--- src/rtl/dna_csr_pkg.sv ---
// Shared definitions for the DNA CSR bank: register word offsets, CTRL/STATUS
// bit positions, FSM states and the byte-strobe merge helper.
package dna_csr_pkg;

   localparam logic [2:0] REG_CTRL   = 3'd0;
   localparam logic [2:0] REG_STATUS = 3'd1;
   localparam logic [2:0] REG_SRC    = 3'd2;
   localparam logic [2:0] REG_DST    = 3'd3;
   localparam logic [2:0] REG_LEN    = 3'd4;
   localparam logic [2:0] REG_RESULT = 3'd5;
   localparam logic [2:0] REG_ID     = 3'd6;
   localparam logic [2:0] REG_PERF   = 3'd7;

   localparam int CTRL_START     = 0;
   localparam int CTRL_IRQ_EN    = 1;
   localparam int CTRL_SOFT_RST  = 2;

   localparam int STAT_BUSY      = 0;
   localparam int STAT_DONE      = 1;
   localparam int STAT_ERR       = 2;
   localparam int STAT_START_OVR = 3;

   localparam logic [31:0] DNA_ID_DEFAULT = 32'h444E_4101;

   typedef enum logic [1:0] {IDLE, RUN, FIN} state_t;

   function automatic logic [31:0] apply_strobe(input logic [31:0] old_val,
                                                input logic [31:0] new_val,
                                                input logic [3:0]  wen);
      logic [31:0] merged;
      merged = old_val;
      for (int k = 0; k < 4; k++) begin
         if (wen[k]) merged[8*k +: 8] = new_val[8*k +: 8];
      end
      return merged;
   endfunction

endpackage

--- src/rtl/dna_csr_perf_counter.sv ---
// Saturating 32-bit cycle counter; synchronous clear has priority over counting.
module dna_csr_perf_counter (
   input  logic        clk,
   input  logic        reset,
   input  logic        en,
   input  logic        clr,
   output logic [31:0] cnt
);

   always_ff @(posedge clk) begin
      if (reset) begin
         cnt <= '0;
      end else if (clr) begin
         cnt <= '0;
      end else if (en && (cnt != 32'hFFFF_FFFF)) begin
         cnt <= cnt + 32'd1;
      end
   end

endmodule

--- src/rtl/dna_csr_regfile.sv ---
// DNA engine CSR bank: byte-strobed writes, zero-latency read mux, job FSM, sticky status and irq.
// Optional PERF run-cycle counter is built when DNA_CSR_PERF_CNT_EN is defined.
module dna_csr_regfile
   import dna_csr_pkg::*;
#(
   parameter int          ADDR_WIDTH = 32,
   parameter int          DATA_WIDTH = 32,
   parameter logic [31:0] ID_VALUE   = DNA_ID_DEFAULT
) (
   input  logic                  clk,
   input  logic                  reset,
   input  logic [3:0]            i_wen,
   input  logic [ADDR_WIDTH-1:0] i_addr_w,
   input  logic [DATA_WIDTH-1:0] i_data_w,
   input  logic [ADDR_WIDTH-1:0] i_addr_r,
   output logic [DATA_WIDTH-1:0] o_data_r,
   output logic                  o_start,
   output logic                  o_soft_rst,
   output logic [31:0]           o_src_addr,
   output logic [31:0]           o_dst_addr,
   output logic [31:0]           o_length,
   input  logic                  i_done,
   input  logic                  i_err,
   input  logic [31:0]           i_result,
   output logic                  o_busy,
   output logic                  o_irq
);

   state_t      state_q, state_d;
   logic [31:0] src_q, dst_q, len_q, result_q, perf_cnt;
   logic        irq_en_q, irq_en_d;
   logic [3:1]  sticky_q, sticky_d, sticky_clr;
   logic        start_d, done_set, err_set, ovr_set, result_ld;

   logic [2:0]  waddr, raddr;
   logic        wr, wr_ctrl_b0, start_wr, soft_wr;
   logic        unused_addr_bits;

   assign waddr      = i_addr_w[4:2];
   assign raddr      = i_addr_r[4:2];
   assign wr         = |i_wen;
   assign wr_ctrl_b0 = wr && (waddr == REG_CTRL) && i_wen[0];
   assign start_wr   = wr_ctrl_b0 && i_data_w[CTRL_START];
   assign soft_wr    = wr_ctrl_b0 && i_data_w[CTRL_SOFT_RST];
   // Registers alias every 32 bytes, so the remaining address bits are don't-care.
   assign unused_addr_bits = ^{i_addr_w, i_addr_r};

   always_comb begin
      state_d   = state_q;
      start_d   = 1'b0;
      done_set  = 1'b0;
      err_set   = 1'b0;
      ovr_set   = 1'b0;
      result_ld = 1'b0;
      case (state_q)
         IDLE: begin
            if (start_wr && !soft_wr) begin
               if (len_q != 32'd0) begin
                  start_d = 1'b1;
                  state_d = RUN;
               end else begin
                  state_d = FIN;
               end
            end
         end
         RUN: begin
            ovr_set = start_wr && !soft_wr;
            if (i_err) begin
               err_set = 1'b1;
               state_d = FIN;
            end else if (i_done) begin
               result_ld = 1'b1;
               state_d   = FIN;
            end
         end
         FIN: begin
            ovr_set  = start_wr && !soft_wr;
            done_set = 1'b1;
            state_d  = IDLE;
         end
         default: state_d = IDLE;
      endcase
      // Completion or error with no job in flight is a protocol error from the engine.
      if ((state_q != RUN) && (i_done || i_err)) err_set = 1'b1;
      if (soft_wr) state_d = IDLE;
   end

   assign sticky_clr = (wr && (waddr == REG_STATUS) && i_wen[0]) ? i_data_w[3:1] : 3'b000;
   // Set events are OR-ed after the clear so a same-cycle set survives a W1C.
   assign sticky_d   = (sticky_q & ~sticky_clr) | {ovr_set, err_set, done_set};
   assign irq_en_d   = wr_ctrl_b0 ? i_data_w[CTRL_IRQ_EN] : irq_en_q;

   always_ff @(posedge clk) begin
      if (reset) begin
         state_q    <= IDLE;
         src_q      <= '0;
         dst_q      <= '0;
         len_q      <= '0;
         result_q   <= '0;
         irq_en_q   <= 1'b0;
         sticky_q   <= '0;
         o_start    <= 1'b0;
         o_soft_rst <= 1'b0;
         o_irq      <= 1'b0;
      end else begin
         state_q    <= state_d;
         irq_en_q   <= irq_en_d;
         sticky_q   <= sticky_d;
         o_start    <= start_d;
         o_soft_rst <= soft_wr;
         o_irq      <= irq_en_d && (|sticky_d);
         if (result_ld) result_q <= i_result;
         if (wr && (waddr == REG_SRC)) src_q <= apply_strobe(src_q, i_data_w, i_wen);
         if (wr && (waddr == REG_DST)) dst_q <= apply_strobe(dst_q, i_data_w, i_wen);
         if (wr && (waddr == REG_LEN)) len_q <= apply_strobe(len_q, i_data_w, i_wen);
      end
   end

`ifdef DNA_CSR_PERF_CNT_EN
   logic perf_clr;
   assign perf_clr = start_d || (wr && (waddr == REG_PERF));

   dna_csr_perf_counter u_perf (
      .clk   (clk),
      .reset (reset),
      .en    (state_q == RUN),
      .clr   (perf_clr),
      .cnt   (perf_cnt)
   );
`else
   assign perf_cnt = '0;
`endif

   always_comb begin
      o_data_r = '0;
      case (raddr)
         REG_CTRL:   o_data_r[CTRL_IRQ_EN] = irq_en_q;
         REG_STATUS: o_data_r[3:0] = {sticky_q, state_q == RUN};
         REG_SRC:    o_data_r = src_q;
         REG_DST:    o_data_r = dst_q;
         REG_LEN:    o_data_r = len_q;
         REG_RESULT: o_data_r = result_q;
         REG_ID:     o_data_r = ID_VALUE;
         REG_PERF:   o_data_r = perf_cnt;
         default:    o_data_r = '0;
      endcase
   end

   assign o_busy     = (state_q == RUN);
   assign o_src_addr = src_q;
   assign o_dst_addr = dst_q;
   assign o_length   = len_q;

endmodule

--- config.mk ---
export PLATFORM = sky130hd
export DESIGN_NAME = dna_csr_regfile
export DESIGN_NICKNAME = d
export VERILOG_FILES = /design/src/rtl/dna_csr_pkg.sv /design/src/rtl/dna_csr_perf_counter.sv /design/src/rtl/dna_csr_regfile.sv
export SDC_FILE = /design/constraint.sdc
export NUM_CORES = 1
export LEC_CHECK = 0
export ABC_AREA = 1
export BUFFER_PORTS_ARGS = -buffer_cell sky130_fd_sc_hd__buf_2
export CAP_MARGIN = 15
export CORE_AREA = 2 2 116 118
export DETAILED_ROUTE_END_ITERATION = 10
export DIE_AREA = 0 0 118 120
export PLACE_DENSITY = 0.8
export SLEW_MARGIN = 0
export SYNTH_ARGS = -nofsm -noshare
export SYNTH_HDL_FRONTEND = slang
export SYNTH_SLANG_ARGS = --single-unit
--- constraint.sdc ---
create_clock -name clk -period 1.5 [get_ports clk]
set_input_delay 0.075 -clock clk [delete_from_list [all_inputs] [get_ports clk]]
set_output_delay 0.075 -clock clk [all_outputs]
set_load 0.03 [all_outputs]
==> impl_metrics.json <==
{
  "outcome": "finished, violations left",
  "violations": "setup timing",
  "diodes": 0,
  "ant_nets": 0,
  "fillers": 1074,
  "hold_start": "i_err",
  "cts_buffers": 17,
  "ys_seq_area_share_pct": 45.07,
  "p_leak_nw": 3.872,
  "drc": 0,
  "synthesis.nets": 961,
  "die_h_um": 120,
  "vias_per_cell": 5.340,
  "grt_max_degree": 63,
  "area_growth_pct": 43.69,
  "die-area_mm2": 0.01416,
  "post_drt_wl_per_cell_um": 16.18,
  "cp.required_ns": 1.42,
  "grt_usage_pct": 29.33,
  "drt_pass1_iterations": 5,
  "place_ws_ns": 0.09173,
  "cts_tree": "yes",
  "crit_arrival_ns": 1.45,
  "chipWidth_um": 118,
  "place_area_mm2": 0.007428,
  "synthesis.area_mm2": 0.006086,
  "yosys_warnings": 0,
  "avgSynthCellArea_um2": 7.413,
  "worst_pin_slew_ns": 0.4755,
  "clock.fmax_ghz": 0.6573,
  "drv_slew": 0,
  "crit_path_start_kind": "register",
  "period_needed_ns": 1.521,
  "ff_latch_area_mm2": 0.002745,
  "path_clk_slew_ns": 0.06,
  "antenna_found_initial": 0,
  "finClkSkew_ns": 0.01413,
  "core_area_mm2": 0.01298,
  "cts_max_level": 4,
  "synth.distinct_cells": 31,
  "ys_top_cells_by_area": "dfxtp_1, a21oi_1, nand2_1",
  "r2r-start": "state_q[1]$_SDFFE_PP0P_",
  "setup_viol": 1,
  "root_buffer": "clkbuf_16",
  "drive_gt1_share_pct": 27.17,
  "synth-seq-cells": 137,
  "post-synth-top-area-cell": "dfxtp_1",
  "ir_drop_uv": 638.6,
  "drtIter0Drc": 396,
  "holdWs_ns": 0.07438,
  "yosysTopAreaCellShare_pct": 45.07,
  "final_nets": 1246,
  "ios": 268,
  "stdcell_count": 1295,
  "dp.cells": 1196,
  "path_class": "reg -> out",
  "final_util_pct": 67.37,
  "hold_class": "in -> reg",
  "drt-total-wl_mm": 20.96,
  "grt_overflow_total": 0,
  "crit_start": "state_q[1]$_SDFFE_PP0P_",
  "end_kind": "output port",
  "critPathMaxFanout": 2,
  "synthCells": 821,
  "cts_max_path_buffers": 2,
  "relSlewSlack_pct": 68.30,
  "io_buffers": 209,
  "gp_congestion": 0.8781,
  "hold_viol_final": 0,
  "fin_ws_ns": -0.02148,
  "grt_pass1_vias": 6674,
  "vias": 6915,
  "final_cell_area_mm2": 0.008745,
  "multi_input_area_mm2": 0.002656,
  "rows": 42,
  "finalCritPeriodShare_pct": 101.4,
  "grt_pass1_wl_mm": 32.73,
  "clock_latency_ns": 0.42,
  "start_util_pct": 46.89,
  "cts.sinks": 137,
  "drv_cap": 0,
  "place_hpwl_mm": 14.12,
  "p_per_area_mw_per_mm2": 1153,
  "rsz0062_at_grt": "true"
}
-- Yosys cell counts (all sizes together) --
| cell type | number |
|---|---|
| o21bai | 1 |
| o211ai | 3 |
| ha | 4 |
| nor3 | 3 |
| buf | 23 |
| inv | 124 |
| o22ai | 5 |
| nand3 | 56 |
| o2111ai | 22 |
| o221ai | 1 |
| o21ai | 104 |
| clkbuf | 21 |
| or2 | 1 |
| a31oi | 1 |
| a22oi | 6 |
| a21oi | 146 |
| nand4 | 4 |
| dfxtp | 137 |
| nor2 | 25 |
| nand2 | 134 |
-- cell families after synthesis --
group	count (synthesis)	share of synthesized area, %
AO/OA/AOI/OAI	289	25.72
adder cells (fa/ha/maj)	4	0.8224
AND/OR/NAND/NOR	223	16.45
flip-flops	137	45.07
buffers and inverters	168	11.94
-- through the flow --
stage                     power (W)  TNS [ns]
after global placement     0.005585         0
after CTS                   0.01006  -0.02935
final                       0.01009  -0.02148
after floorplan            0.005035         0
after global routing        0.01048   -0.1116
after detailed placement   0.005621         0
-- critical path: stages, from the launching register on --
cell	delay (ns)
dfxtp_2	0.33
inv_2	0.05
ha_4	0.16
buf_6	0.11
a22oi_2	0.11
nand3_1	0.11
buf_6	0.15
-- registers in the layout (all words and copies together), names as in the netlist --
signal,count
state_q,2
o_irq,1
irq_en_q,1
result_q,32
o_src_addr,32
o_soft_rst,1
o_dst_addr,32
o_start,1
sticky_q,3
o_length,32
-- report_power, final --
| group | leakage [nW] | switching, W | internal [W] |
|---|---|---|---|
| combinational | 2.47 | 0.00112 | 0.000710 |
| clock | 0.287 | 0.00152 | 0.00274 |
| sequential | 1.11 | 0.000123 | 0.00387 |
-- cells in the final DEF, fill, tap and decap left out, types with 2 or more instances in the layout --
cell           netlist  routed
a21oi_1            146     146
a22oi_1              6       5
buf_12               0       6
buf_2               11     205
buf_4                0      33
buf_6               11       2
bufinv_16            0       3
clkbuf_1            21       5
clkbuf_16            0      17
clkbuf_8             0       3
clkinv_2             0       2
clkinvlp_4           0       2
dfxtp_1            137     135
dfxtp_2              0       2
dlygate4sd3_1        0      64
ha_1                 4       3
inv_1              118     115
inv_2                6       9
nand2_1            133     133
nand3_1             49      48
nand3_2              7       7
nand4_1              3       3
nor2_1              22      22
nor2_2               2       2
o2111ai_1           22      22
o211ai_1             3       3
o21ai_0             96      94
o21ai_1              8       9
o22ai_1              5       4
-- path summary, 6_finish.rpt --
| kind | endpoint | slack [ns] | cells past startpoint |
|---|---|---|---|
| setup / recovery | o_data_r[0] | -0.02 | 6 |
| hold / removal | sticky_q[2]$_SDFF_PP0_ | 0.07 | 5 |
| setup reg to reg | result_q[8]$_SDFFE_PP0P_ | 0.13 | 7 |
| hold reg to reg | result_q[7]$_SDFFE_PP0P_ | 0.45 | 2 |
-- timing repair --
item / CTS / global route
pin swaps: 1 / 1
endpoints found under the setup margin: 1 / 22
hold buffers: 64 / 0
resized for setup: 7 / 13
endpoints found under the hold margin: 119 / 0
setup buffers: 3 / 0
cloned: 0 / 0
-- layout make-up --
type	instances	share of cell area, %
flip-flops and latches	137	31.39
multi-input cells	516	30.38
repair buffers	310	23.52
clock buffers	25	5.552
inverters	124	5.323
well taps	176	2.518
clock inverters	7	1.316
-- routing by layer --
layer | up-vias | part of all wire [%] | track usage [%]
li1 | 3326 | - | -
met1 | 3147 | 40 | 35.51
met2 | 369 | 48 | 49.20
met3 | 73 | 8.0 | 6.321
met4 | 0 | 3.3 | 14.98
met5 | - | 0 | 0
Power figures use the tool's default switching activity.
